--- src/rtl/dlo_dr_decoder.sv ---
// Dual-rail precharged receiver: completion-checks spacer/codeword cycles and queues decoded words.
// Latency: word sampled at edge k (dt_q), pushed at edge k+1; Q/QV registered from a 2-entry FIFO.
// Backpressure: QV/QR handshake; a push into a full FIFO with no same-cycle pop drops the word and flags overflow.
module dlo_dr_decoder #(
  parameter int WIDTH   = 8,
  parameter int TIMEOUT = 15
) (
  input  logic             CP,
  input  logic             CDN,
  input  logic [WIDTH-1:0] DT,
  input  logic [WIDTH-1:0] DF,
  output logic [WIDTH-1:0] Q,
  output logic             QV,
  input  logic             QR,
  output logic             ERR,
  output logic [1:0]       ERR_CODE,
  input  logic             CLR_ERR
);

  typedef enum logic {
    WAIT_SPACER = 1'b0,
    WAIT_DATA   = 1'b1
  } state_t;

  localparam logic [7:0] TO_LIM = 8'(TIMEOUT);

  logic [WIDTH-1:0] dt_q, dt_d, df_q, df_d;
  logic             in_vld_q, in_vld_d;
  state_t           state_q, state_d;
  logic [7:0]       cnt_q, cnt_d, cnt_inc;
  logic [WIDTH-1:0] head_q, head_d, tail_q, tail_d;
  logic [1:0]       fcnt_q, fcnt_d;
  logic             qv_q, qv_d;
  logic             err_q, err_d;
  logic [1:0]       code_q, code_d;

  logic is_ill, is_sp, is_comp;
  logic push_req, err_ill, err_to;
  logic pop, full, push, ovf;
  logic [1:0] new_code;

  // Word class of the registered rails: any 11 pair is illegal, all-00 is a spacer,
  // every pair one-hot is a complete codeword, anything else is still evaluating.
  assign is_ill  = |(dt_q & df_q);
  assign is_sp   = ~|(dt_q | df_q);
  assign is_comp = &(dt_q ^ df_q);
  assign cnt_inc = cnt_q + 8'd1;

  // Input sampling; in_vld marks that dt_q/df_q hold a real sample rather than
  // reset zeros, so a reset value is never mistaken for an observed spacer.
  always_comb begin
    dt_d     = DT;
    df_d     = DF;
    in_vld_d = 1'b1;
  end

  // Completion FSM with the stalled-evaluation counter.
  always_comb begin
    state_d  = state_q;
    cnt_d    = cnt_q;
    push_req = 1'b0;
    err_ill  = 1'b0;
    err_to   = 1'b0;
    if (in_vld_q) begin
      if (is_ill) begin
        err_ill = 1'b1;
        state_d = WAIT_SPACER;
        cnt_d   = 8'd0;
      end else if (state_q == WAIT_SPACER) begin
        // A codeword still present here is the previous word repeating.
        cnt_d = 8'd0;
        if (is_sp) state_d = WAIT_DATA;
      end else begin
        if (is_sp) begin
          cnt_d = 8'd0;
        end else if (is_comp) begin
          push_req = 1'b1;
          cnt_d    = 8'd0;
          state_d  = WAIT_SPACER;
        end else if (cnt_inc == TO_LIM) begin
          err_to  = 1'b1;
          cnt_d   = 8'd0;
          state_d = WAIT_SPACER;
        end else begin
          cnt_d = cnt_inc;
        end
      end
    end
  end

  // Two-entry FIFO as head/tail registers so Q keeps its last value once drained.
  always_comb begin
    pop    = qv_q & QR;
    full   = (fcnt_q == 2'd2);
    push   = push_req & (~full | pop);
    ovf    = push_req & full & ~pop;
    head_d = head_q;
    tail_d = tail_q;
    fcnt_d = fcnt_q;
    case (fcnt_q)
      2'd0: begin
        if (push) begin
          head_d = dt_q;
          fcnt_d = 2'd1;
        end
      end
      2'd1: begin
        if (push && pop) begin
          head_d = dt_q;
        end else if (push) begin
          tail_d = dt_q;
          fcnt_d = 2'd2;
        end else if (pop) begin
          fcnt_d = 2'd0;
        end
      end
      default: begin
        if (pop) begin
          head_d = tail_q;
          if (push) tail_d = dt_q;
          else      fcnt_d = 2'd1;
        end
      end
    endcase
    qv_d = (fcnt_d != 2'd0);
  end

  // Sticky error: first code wins; a new error beats a same-cycle clear.
  always_comb begin
    new_code = err_ill ? 2'b01 : (ovf ? 2'b11 : (err_to ? 2'b10 : 2'b00));
    err_d    = err_q;
    code_d   = code_q;
    if ((new_code != 2'b00) && (!err_q || CLR_ERR)) begin
      err_d  = 1'b1;
      code_d = new_code;
    end else if (CLR_ERR) begin
      err_d  = 1'b0;
      code_d = 2'b00;
    end
  end

  // State registers.
  always_ff @(posedge CP or negedge CDN) begin
    if (!CDN) begin
      dt_q     <= '0;
      df_q     <= '0;
      in_vld_q <= 1'b0;
      state_q  <= WAIT_SPACER;
      cnt_q    <= 8'd0;
      head_q   <= '0;
      tail_q   <= '0;
      fcnt_q   <= 2'd0;
      qv_q     <= 1'b0;
      err_q    <= 1'b0;
      code_q   <= 2'b00;
    end else begin
      dt_q     <= dt_d;
      df_q     <= df_d;
      in_vld_q <= in_vld_d;
      state_q  <= state_d;
      cnt_q    <= cnt_d;
      head_q   <= head_d;
      tail_q   <= tail_d;
      fcnt_q   <= fcnt_d;
      qv_q     <= qv_d;
      err_q    <= err_d;
      code_q   <= code_d;
    end
  end

  assign Q        = head_q;
  assign QV       = qv_q;
  assign ERR      = err_q;
  assign ERR_CODE = code_q;

endmodule

--- config.mk ---
export PLATFORM = sky130hd
export DESIGN_NAME = dlo_dr_decoder
export DESIGN_NICKNAME = d
export VERILOG_FILES = /design/src/rtl/dlo_dr_decoder.sv
export SDC_FILE = /design/constraint.sdc
export NUM_CORES = 1
export LEC_CHECK = 0
export CORE_ASPECT_RATIO = 2
export CORE_MARGIN = 10
export CORE_UTILIZATION = 60
export CTS_BUF_LIST = sky130_fd_sc_hd__clkbuf_4 sky130_fd_sc_hd__clkbuf_8
export CTS_CLUSTER_SIZE = 14
export DETAILED_ROUTE_END_ITERATION = 7
export GPL_TIMING_DRIVEN = 0
export HOLD_SLACK_MARGIN = 0.08
export PLACE_DENSITY = 0.86
export SLEW_MARGIN = 0
export SYNTH_ARGS = -nofsm -noshare
export SYNTH_HDL_FRONTEND = slang
export SYNTH_SLANG_ARGS = --single-unit
--- constraint.sdc ---
create_clock -name CP -period 5.7 [get_ports CP]
set_input_delay 1.71 -clock CP [delete_from_list [all_inputs] [get_ports CP]]
set_output_delay 1.71 -clock CP [all_outputs]
set_load 0.01 [all_outputs]
== Word level (Yosys, flattened, before mapping) ==
Index checks and enable logic that the tools add are counted.

* Output and inout port bits: 12
* Flip-flop bits (word level): 48
* Input bits: 20
* Logic and storage cells: 90

* Eq/ne operators: 6
* $add $sub $neg: 1
* Reduce and logical (&&, ||, !) cells: 15
* Mux-type cells: 46
* Bitwise logic cells: 11

{| class="wikitable"
|+ Operators by type and width
! operator !! number
|-
| 8-bit two-way mux || 11
|-
| 8-bit case mux with 2 select lines || 2
|-
| 2-bit two-way mux || 11
|-
| 1-bit two-way mux || 21
|-
| 8-bit OR reduction || 2
|-
| 8-bit by 1-bit adder with 8-bit output (second input constant) || 1
|-
| 8-bit AND || 1
|-
| 8-bit by 4-bit equality test with 1-bit output (second input constant) || 1
|-
| 8-bit OR || 1
|-
| 8-bit AND reduction || 1
|-
| 2-bit nonzero test || 4
|-
| 8-bit XOR || 1
|-
| 2-bit != test (second input constant) || 3
|-
| 3-bit AND reduction || 2
|-
| 1-bit AND || 4
|-
| 2-bit case mux with 2 select lines || 1
|-
| 1-bit NOT || 3
|-
| 3-bit nonzero test || 1
|-
| 2-bit by 1-bit equality test with 1-bit output (second input constant) || 1
|-
| 2-bit equality test (second input constant) || 1
|-
| 1-bit logical AND || 2
|-
| 2-bit zero test || 1
|-
| 1-bit zero test || 1
|-
| 1-bit logical OR || 1
|-
| 1-bit OR || 1
|}

== Logic depth before layout (Yosys ltp) ==
Gate-level depths: netlist of run 1.

* Depth in word-level cells: 14
* Depth in mapped cells: 8
* Mapped depth without buffers: 7

== Least setup slack after synthesis of run 1 ==
OpenSTA, ideal clock, no wires.

* Kind: input to register
* From: in QR
* To: reg tail_q[0]
* Stages on the path: 5
* Setup time: 0.125 ns
* Buffers on the path: 0
* Required time: 5.575 ns
* Path slack: 2.821 ns
* Arrival: 2.755 ns
* Path through: a21bo_2 -> nor2_1 -> a21oi_1 -> nor4_4 -> mux2_2

* Longest elaborated chain between the ends: 6
* Elaborated cells between the ends (all ways): 11
* Classes of those cells: eq/ne (1); mux (4); bitwise (3); reduce/logical (3)

{| class="wikitable"
|+ RTL lines
! item !! line !! text
|-
| start, declared || 14 || <nowiki>input logic QR,</nowiki>
|-
| 1-bit AND (*) || 93 || <nowiki>pop = qv_q & QR;</nowiki>
|-
| 1-bit OR || 95 || <nowiki>push = push_req & (~full | pop);</nowiki>
|-
| 1-bit AND || 95 ||
|-
| 8-bit two-way mux / 1-bit logical AND (equally long branches) || n/a ||
|-
| 8-bit two-way mux (tied with other cells) || n/a ||
|-
| 8-bit case mux with 2 select lines / 3-bit AND reduction (equally long branches) || n/a ||
|-
| end signal, assigned || 163 || <nowiki>tail_q <= tail_d;</nowiki>
|-
| end, declared || 31 || <nowiki>logic [WIDTH-1:0] head_q, head_d, tail_q, tail_d;</nowiki>
|}

Mark *: on every way between the ends. The rest lies on a longest branch, timed or not. The select of a mux whose other input is x is not followed.
A chain may end at the register's enable or synchronous reset.

== Worst setup path in the final report of run 1 ==
* From: in QR
* To: reg tail_q[1]

Same word-level chain as after synthesis.

==> results of run 1 <==
==> layout make-up <==
class,instances,area (sq um),area share
Tap cell,51,63.81,0.02255
Multi-Input combinational cell,131,1032,0.3647
Timing Repair Buffer,32,325.3,0.1149
Clock buffer,8,97.59,0.03448
Buffer,5,20.02,0.007073
Sequential cell,48,1201,0.4244
Inverter,24,90.09,0.03183
==> logic make-up (layout without fill, tap and decap cells) <==
group / after synthesis / count (layout) / share of synthesized area
buf+inv: 29 / 69 / 0.04698
simple gates: 58 / 58 / 0.1458
fa+ha+maj: 18 / 18 / 0.09610
flops: 48 / 48 / 0.5125
xor+xnor: 4 / 4 / 0.01495
compound gates: 32 / 32 / 0.09664
other cells: 1 / 1 / 0.001600
mux: 18 / 18 / 0.08542
==> through the flow <==
stage	cells	area, sq um
CTS	299	2830
finish	299	2830
floorplan	208	2344
detailed placement	291	2733
global placement	290	2718
global route	299	2830
==> cells in the final DEF, fill, tap and decap left out, drive strengths merged, types with 2 or more instances in the layout <==
cell            n
nand3b          2
o21ai          15
xnor2           4
nand4           5
nor4            4
a221o           3
clkbuf         12
ha             18
nand2b          2
inv            24
nand3           5
and3            2
a21oi           2
or2             2
nor2            9
nor2b           4
mux2i           2
clkdlybuf4s50  30
nand2          16
o22ai           4
buf             3
dfrtp          48
mux2           16
==> cells in the mapped netlist, types with 2 or more instances <==
cell      count  area share
a21oi_1       2      0.0043
a221o_1       3       0.013
and3_1        2      0.0053
clkbuf_1      4      0.0064
dfrtp_1      48        0.51
ha_1         18       0.096
inv_1        24       0.038
mux2_2       16       0.077
mux2i_1       2      0.0085
nand2_1      15       0.024
nand2b_1      2      0.0053
nand3_1       5       0.011
nand3b_1      2      0.0064
nand4_1       5       0.013
nor2_1        9       0.014
nor2b_1       4       0.011
nor4_2        2       0.011
o21ai_0      13       0.028
o22ai_1       4       0.011
or2_1         2      0.0053
xnor2_1       4       0.015
==> sequential cells by signal (all words and copies together) (netlist names) <==
| signal | count |
|---|---|
| Q | 8 |
| cnt_q | 8 |
| df_q | 8 |
| dt_q | 8 |
| tail_q | 8 |
| ERR_CODE | 2 |
| fcnt_q | 2 |
| ERR | 1 |
| QV | 1 |
| in_vld_q | 1 |
| state_q | 1 |
==> critical path: cells and delay by family <==
| family | cells | cell delay, ns |
|---|---|---|
| AO/OA/AOI/OAI | 2 | 0.29 |
| buffers and inverters | 1 | 0.43 |
| multiplexers | 1 | 0.41 |
| AND/OR/NAND/NOR | 2 | 0.63 |
==> per-layer routing <==
layer  vias to the layer above  routed length (um)  GRT usage
met5                         -                   0          0
met4                         0                  91    0.05846
met3                         8                 231    0.04560
met2                        38                2614     0.2833
met1                       783                1550     0.1286
li1                        792                   -          -
==> final timing paths <==
path                           start        end  depth (start not counted)
setup / recovery                  QR  tail_q[1]                          6
hold / removal             tail_q[4]  tail_q[4]                          1
setup reg to reg             dt_q[2]       Q[0]                          8
hold reg to reg            tail_q[4]  tail_q[4]                          1
max in group asynchronous        CDN  tail_q[3]                          2
min in group asynchronous        CDN         QV                          1
==> power by group through the flow <==
stage	sequential, uW	combinational, uW	clock [uW]
6_report	354	47.8	213
5_1_grt	355	54.7	231
4_1_cts	354	49.0	218
3_5_place_dp	361	48.9	0
3_3_place_gp	360	46.3	0
2_1_floorplan	360	18.0	0
==> flow_summary.json, run 1 <==
{
  "status": "completed",
  "required_ns": 5.88,
  "drt_wl_total_um": 4488,
  "p_leak_uw": 0.001344,
  "vias_per_cell": 5.421,
  "finalCritPeriodShare": 0.5784,
  "skew_ns": 0.01401,
  "syn_area_per_cell_sq_um": 11.27,
  "dieHeight_um": 108.4,
  "nets": 285,
  "synth_edf_count": 0,
  "synth_nets": 246,
  "root_buffer": "clkbuf_8",
  "pre_cts_slack_ns": 2.096,
  "drv_cap": 0,
  "whs_ns": 0.5104,
  "crit_fanout": 8,
  "synthArstFlopShare": 1.000,
  "area_growth_pct": 20.77,
  "clockPowerShare": 0.347,
  "cts_sinks": 48,
  "clock_latency_ns": 0.31,
  "cts_resized": 0,
  "numCtsBuffers": 5,
  "drc": 0,
  "worstPathArrival_ns": 3.48,
  "critPathMaxStageDelay_ns": 0.54,
  "max_freq_ghz": 0.3033,
  "gr-total-overflow": 0,
  "antenna_left": 0,
  "ctsHoldBuffers": 0,
  "p_sw_frac": 0.2169,
  "worstPathCellList": "clkdlybuf4s50_1 -> a21bo_2 -> nor2_1 -> a21oi_1 -> nor4_4 -> mux2_2",
  "finalWeightedCongestion": 0.8141,
  "htreeDepth": 2,
  "die_x_um": 64.19,
  "grt_pass1_wl_um": 7941,
  "fill_cells": 283,
  "setup_viol": 0,
  "finalPower_uw": 615.0,
  "worst_slew_pin_slew_ns": 0.6954,
  "io_buffers": 31,
  "hold_viol_final": 0,
  "post_cts_buffers": 0,
  "die_area_sq_um": 6957,
  "critPathSlowestCell": "nor4_4",
  "wl_per_cell_um": 15.01,
  "antenna_found_initial": 0,
  "antennaDiodeCount": 0,
  "ys_warn_count": 0,
  "grt.total_usage": 0.1441,
  "power_frac_seq": 0.576,
  "internal_power_uw": 481.6,
  "start_kind": "primary input",
  "r2r_setup_slack_ns": 3.16,
  "core_sq_um": 3804,
  "power_density_nw_per_um2": 217.3,
  "relSlewSlack": 0.5329,
  "io_pins": 32,
  "ys.flop_type": "dfrtp_1",
  "setup_slack_ns": 2.403,
  "ir_worst_vdd_mv": 0.2066,
  "ys_seq_area_frac": 0.5125,
  "synthCells": 208,
  "vias": 1621,
  "path_clk_slew_ns": 0.07,
  "grt_max_degree": 26,
  "drive_above_1_share": 0.1492,
  "power_switching_uw": 133.4,
  "endpoint_kind": "register",
  "p_comb_frac": 0.078,
  "cts_tree": "done",
  "synth_cell_type_count": 43,
  "start_util": 0.6161,
  "min_period_ns": 3.297,
  "syn_area_sq_um": 2343,
  "rsz0062_at_grt": "false",
  "fin_setup_tns_ns": 0,
  "final_core_util": 0.7441,
  "place.detailed.hpwl_um": 3586,
  "rows": 32,
  "first_iter_violations": 55,
  "slew_violations": 0,
  "yosys_register_bits": 48,
  "grt_pass1_vias": 1755,
  "cts_buffer_depth": 2,
  "hold_class": "register to register",
  "firstDrtPassIters": 4,
  "crit_type": "primary input to register"
}
Note: power is estimated with default switching activity, not from simulation.
==> inputs of run 2 (changes only) <==
--- a/config.mk
+++ b/config.mk
@@ -7,13 +7,13 @@
 export LEC_CHECK = 0
 export CORE_ASPECT_RATIO = 2
 export CORE_MARGIN = 10
-export CORE_UTILIZATION = 60
+export CORE_UTILIZATION = 56
 export CTS_BUF_LIST = sky130_fd_sc_hd__clkbuf_4 sky130_fd_sc_hd__clkbuf_8
 export CTS_CLUSTER_SIZE = 14
 export DETAILED_ROUTE_END_ITERATION = 7
 export GPL_TIMING_DRIVEN = 0
 export HOLD_SLACK_MARGIN = 0.08
-export PLACE_DENSITY = 0.86
+export PLACE_DENSITY = 0.81
 export SLEW_MARGIN = 0
 export SYNTH_ARGS = -nofsm -noshare
 export SYNTH_HDL_FRONTEND = slang
==> constraint.sdc (replaced) <==
create_clock -name CP -period 3.2 [get_ports CP]
set_input_delay 0.96 -clock CP [delete_from_list [all_inputs] [get_ports CP]]
set_output_delay 0.96 -clock CP [all_outputs]
set_load 0.01 [all_outputs]
==> flow_summary.json, run 2 (same netlist as run 1, synthesis figures left out) <==
{
  "area_growth_pct": 20.82,
  "finalCritPeriodShare": 0.7798,
  "gr-total-overflow": 0,
  "ir_worst_vdd_mv": 0.3626,
  "wl_per_cell_um": 14.47,
  "hold_viol_final": 0,
  "grtUsageMet2": 0.2361,
  "nets": 285,
  "setup_viol": 0,
  "r2r_start": "dt_q[0]",
  "firstDrtPassIters": 4,
  "root_buffer": "clkbuf_8",
  "busiest_layer": "met2",
  "worst_slew_pin_slew_ns": 0.6345,
  "required_ns": 3.38,
  "min_period_ns": 2.495,
  "rows": 33,
  "start_kind": "primary input",
  "start_util": 0.5733,
  "power_density_nw_per_um2": 385.6,
  "core_sq_um": 4088,
  "drt_wl_total_um": 4341,
  "whs_ns": 0.5112,
  "io_buffers": 31,
  "r2r-end": "Q[6]",
  "clock_latency_ns": 0.29,
  "cts_sinks": 48,
  "grt_max_degree": 26,
  "die_area_sq_um": 7329,
  "drc": 0,
  "fin_setup_tns_ns": 0,
  "finalPower_uw": 1092,
  "status": "completed",
  "pre_cts_slack_ns": 0.3656,
  "worstPathArrival_ns": 2.68,
  "place.detailed.hpwl_um": 3457,
  "skew_ns": 0.005503,
  "relSlewSlack": 0.5738,
  "antennaDiodeCount": 0,
  "rsz0062_at_grt": "false",
  "vias": 1641,
  "drive_above_1_share": 0.1492,
  "rr_worst_depth": 8,
  "finalWeightedCongestion": 0.8150,
  "cts_resized": 0,
  "setup_slack_ns": 0.7046,
  "max_freq_ghz": 0.4007,
  "ctsHoldBuffers": 0,
  "cts_tree": "done",
  "gr-usage-met3": 0.02912,
  "crit_fanout": 8,
  "grt_use_met1": 0.1255,
  "r2r_setup_slack_ns": 0.76,
  "crit_path_start": "QR",
  "die_x_um": 65.74,
  "endpoint_kind": "register",
  "p_leak_uw": 0.001340,
  "path_clk_slew_ns": 0.08,
  "grt_pass1_wl_um": 7700,
  "crit_type": "primary input to register",
  "slew_violations": 0,
  "htreeDepth": 2,
  "dieHeight_um": 111.5,
  "drv_cap": 0,
  "hold_class": "register to register",
  "layout_common_cells": "48 x dfrtp_1, 30 x clkdlybuf4s50_1, 24 x inv_1",
  "cts_buffer_depth": 2,
  "numCtsBuffers": 5,
  "vias_per_cell": 5.470,
  "grt_pass1_vias": 1781,
  "antenna_found_initial": 0,
  "layout_commonest_cell": "dfrtp_1",
  "post_cts_buffers": 0,
  "antenna_left": 0,
  "io_pins": 32,
  "first_iter_violations": 42,
  "endpoint": "tail_q[5]",
  "grt.total_usage": 0.1283
}
[run 2: cell count changes in the layout (fill, tap and decap cells not counted), sizes merged]
| cell | delta |
|---|---|
| clkbuf | -1 |
| clkinvlp | +1 |
[run 2: layer usage]
layer | part of all wire | vias to the layer above
met5 | 0 | -
met2 | 0.57 | 33
li1 | - | 789
met4 | 0.022 | 0
met1 | 0.37 | 808
met3 | 0.034 | 11
[run 2: final cells by class]
| class | instances | area [sq um] |
|---|---|---|
| Buffer | 5 | 20.02 |
| Fill cell | 311 | 1256 |
| Clock inverter | 1 | 7.507 |
| Clock buffer | 7 | 90.09 |
| Multi-Input combinational cell | 131 | 1032 |
| Sequential cell | 48 | 1201 |
| Tap cell | 52 | 65.06 |
| Inverter | 24 | 90.09 |
| Timing Repair Buffer | 32 | 325.3 |
[run 2: worst min path at each step]
stage                      to      start  depth (start not counted)  slack [ns]
detailed placement       Q[5]       Q[5]                          1        0.49
floorplan            cnt_q[5]   cnt_q[5]                          1        0.47
global route             Q[7]       Q[7]                          1        0.53
CTS                      Q[5]       Q[5]                          1        0.51
global placement    tail_q[5]  tail_q[5]                          1        0.49
finish                   Q[5]       Q[5]                          1        0.51
[run 2: stage by stage]
stage	utilization	instances	instance area, sq um
6_report	0.6927	300	2831
5_1_grt	0.6927	300	2831
4_1_cts	0.6927	300	2831
3_5_place_dp	0.6688	292	2734
3_3_place_gp	0.6651	291	2719
2_1_floorplan	-	208	2344
[run 2: critical path, cell delays in order]
cell and delay, ns:
clkdlybuf4s50_1 0.44, a21bo_2 0.22, nor2_1 0.08, a21oi_1 0.07, nor4_4 0.49, mux2_2 0.41
[run 2: power by group]
| part | switching, uW | internal, uW |
|---|---|---|
| sequential | 9.94 | 620 |
| combinational | 41.4 | 44.9 |
| clock | 192 | 184 |
| total | 243 | 849 |
==> inputs of run 3 (changes only) <==
==> constraint.sdc (replaced) <==
create_clock -name CP -period 2.56 [get_ports CP]
set_input_delay 0.768 -clock CP [delete_from_list [all_inputs] [get_ports CP]]
set_output_delay 0.768 -clock CP [all_outputs]
set_load 0.01 [all_outputs]
==> flow_summary.json, run 3 (same netlist as run 1, synthesis figures left out) <==
{
  "status": "completed",
  "finalInstanceArea_sq_um": 2838,
  "skew_ns": 0.006278,
  "die_area_sq_um": 7329,
  "core_sq_um": 4088,
  "crit_fanout": 8,
  "r2r-end": "Q[6]",
  "grt_pass1_vias": 1781,
  "r2r_start": "dt_q[0]",
  "place_area_sq_um": 2734,
  "area_growth_pct": 21.09,
  "vias": 1644,
  "start_util": 0.5733,
  "setup_viol": 0,
  "grt_use_met1": 0.1255,
  "first_iter_violations": 42,
  "min_period_ns": 2.344,
  "busiest_layer": "met2",
  "slew_violations": 0,
  "cts_buffer_depth": 2,
  "wl_per_cell_um": 14.50,
  "post_cts_buffers": 0,
  "worst_slew_pin_slew_ns": 0.6343,
  "grt_max_degree": 26,
  "ir_worst_vdd_mv": 0.4529,
  "drive_above_1_share": 0.1492,
  "root_buffer": "clkbuf_8",
  "nets": 285,
  "place.detailed.hpwl_um": 3457,
  "drc": 0,
  "fill_cells": 310,
  "rsz0062_at_grt": "false",
  "p_leak_uw": 0.001355,
  "finalCritPeriodShare": 0.9155,
  "worstPathArrival_ns": 2.53,
  "gr-usage-met3": 0.02912,
  "start_kind": "register",
  "rr_worst_depth": 8,
  "layout_common_cells": "48 x dfrtp_1, 30 x clkdlybuf4s50_1, 24 x inv_1",
  "numCtsBuffers": 5,
  "worstPathCellList": "inv_1 -> ha_1 -> nand4_1 -> or2_1 -> nor3_4 -> o22a_1 -> buf_2 -> mux2_2",
  "grt_pass1_wl_um": 7700,
  "critPathMaxStageDelay_ns": 0.38,
  "grt.total_usage": 0.1283,
  "dieHeight_um": 111.5,
  "multiInputGateArea_sq_um": 1039,
  "drv_cap": 0,
  "rows": 33,
  "max_freq_ghz": 0.4267,
  "finalWeightedCongestion": 0.8150,
  "antenna_left": 0,
  "io_pins": 32,
  "gr-total-overflow": 0,
  "crit_type": "register to register",
  "cts_sinks": 48,
  "antenna_found_initial": 0,
  "seqCellArea_sq_um": 1201,
  "placed_cells": 292,
  "die_x_um": 65.74,
  "final_cells": 300,
  "r2r_setup_slack_ns": 0.22,
  "clock_latency_ns": 0.30,
  "cts_tree": "done",
  "drt_wl_total_um": 4350,
  "endpoint_kind": "register",
  "grtUsageMet2": 0.2361,
  "required_ns": 2.74,
  "vias_per_cell": 5.480,
  "antennaDiodeCount": 0,
  "layout_commonest_cell": "dfrtp_1",
  "hold_class": "primary input to async pin",
  "htreeDepth": 2,
  "firstDrtPassIters": 4,
  "hold_viol_final": 0,
  "io_buffers": 31,
  "critPathSlowestCell": "dfrtp_1",
  "path_clk_slew_ns": 0.08,
  "relSlewSlack": 0.5740,
  "power_density_nw_per_um2": 481.2
}
-- run 3: worst max-delay path, delay by kind of cell, from the launching register on --
kind | cells | cell delay [ns]
and+or+nand+nor | 3 | 0.78
DFF | 1 | 0.38
muxes | 1 | 0.36
buffers and inverters | 2 | 0.29
adders and majority gates | 1 | 0.27
AOI/OAI and AO/OA | 1 | 0.17
-- run 3: stage by stage --
| step | setup TNS [ns] | hold slack (ns) | power [uW] | util | setup WS [ns] |
|---|---|---|---|---|---|
| floorplan | 0 | 0.4724 | 841.9 | - | 0.3751 |
| global placement | -27.64 | 0.4905 | 905.4 | 0.6651 | -0.5691 |
| detailed placement | -0.5905 | 0.4941 | 912.5 | 0.6688 | -0.08243 |
| CTS | 0 | 0.4562 | 1384 | 0.6927 | 0.09254 |
| global route | 0 | 0.4695 | 1429 | 0.6942 | 0.06489 |
| finish | 0 | 0.4459 | 1366 | 0.6942 | 0.2164 |
-- run 3: worst max-delay path by stage --
stage	from	endpoint	slack [ns]
final	dt_q[0]	Q[6]	0.22
after detailed placement	QR	tail_q[5]	-0.08
after global routing	dt_q[5]	Q[6]	0.06
after CTS	dt_q[0]	Q[6]	0.09
after global placement	CDN	tail_q[0]	-0.57
after floorplan	dt_q[4]	Q[0]	0.38
-- run 3: per-layer routing --
layer	routed length, um	part of all wire
met5	0	0
met4	93	0.021
met3	152	0.035
met2	2519	0.58
met1	1584	0.36
-- run 3: timing repair --
item / in CTS / in global routing
resized for setup: 0 / 1
hold buffers: 0 / 0
endpoints found under the setup margin: 0 / 8
-- run 3: final cells by class --
class / count / area share
Sequential cell: 48 / 0.4233
Multi-Input combinational cell: 131 / 0.3660
Clock buffer: 7 / 0.03175
Inverter: 24 / 0.03175
Clock inverter: 1 / 0.002646
Buffer: 5 / 0.007055
Timing Repair Buffer: 32 / 0.1146
Tap cell: 52 / 0.02293
-- run 3: where the power goes --
part	total, uW	leakage, uW	internal [uW]	switching [uW]
combinational	108	0.000682	56.1	52.0
clock	470	0.0000479	230	240
sequential	787	0.000626	775	12.3
total	1370	0.00136	1060	304
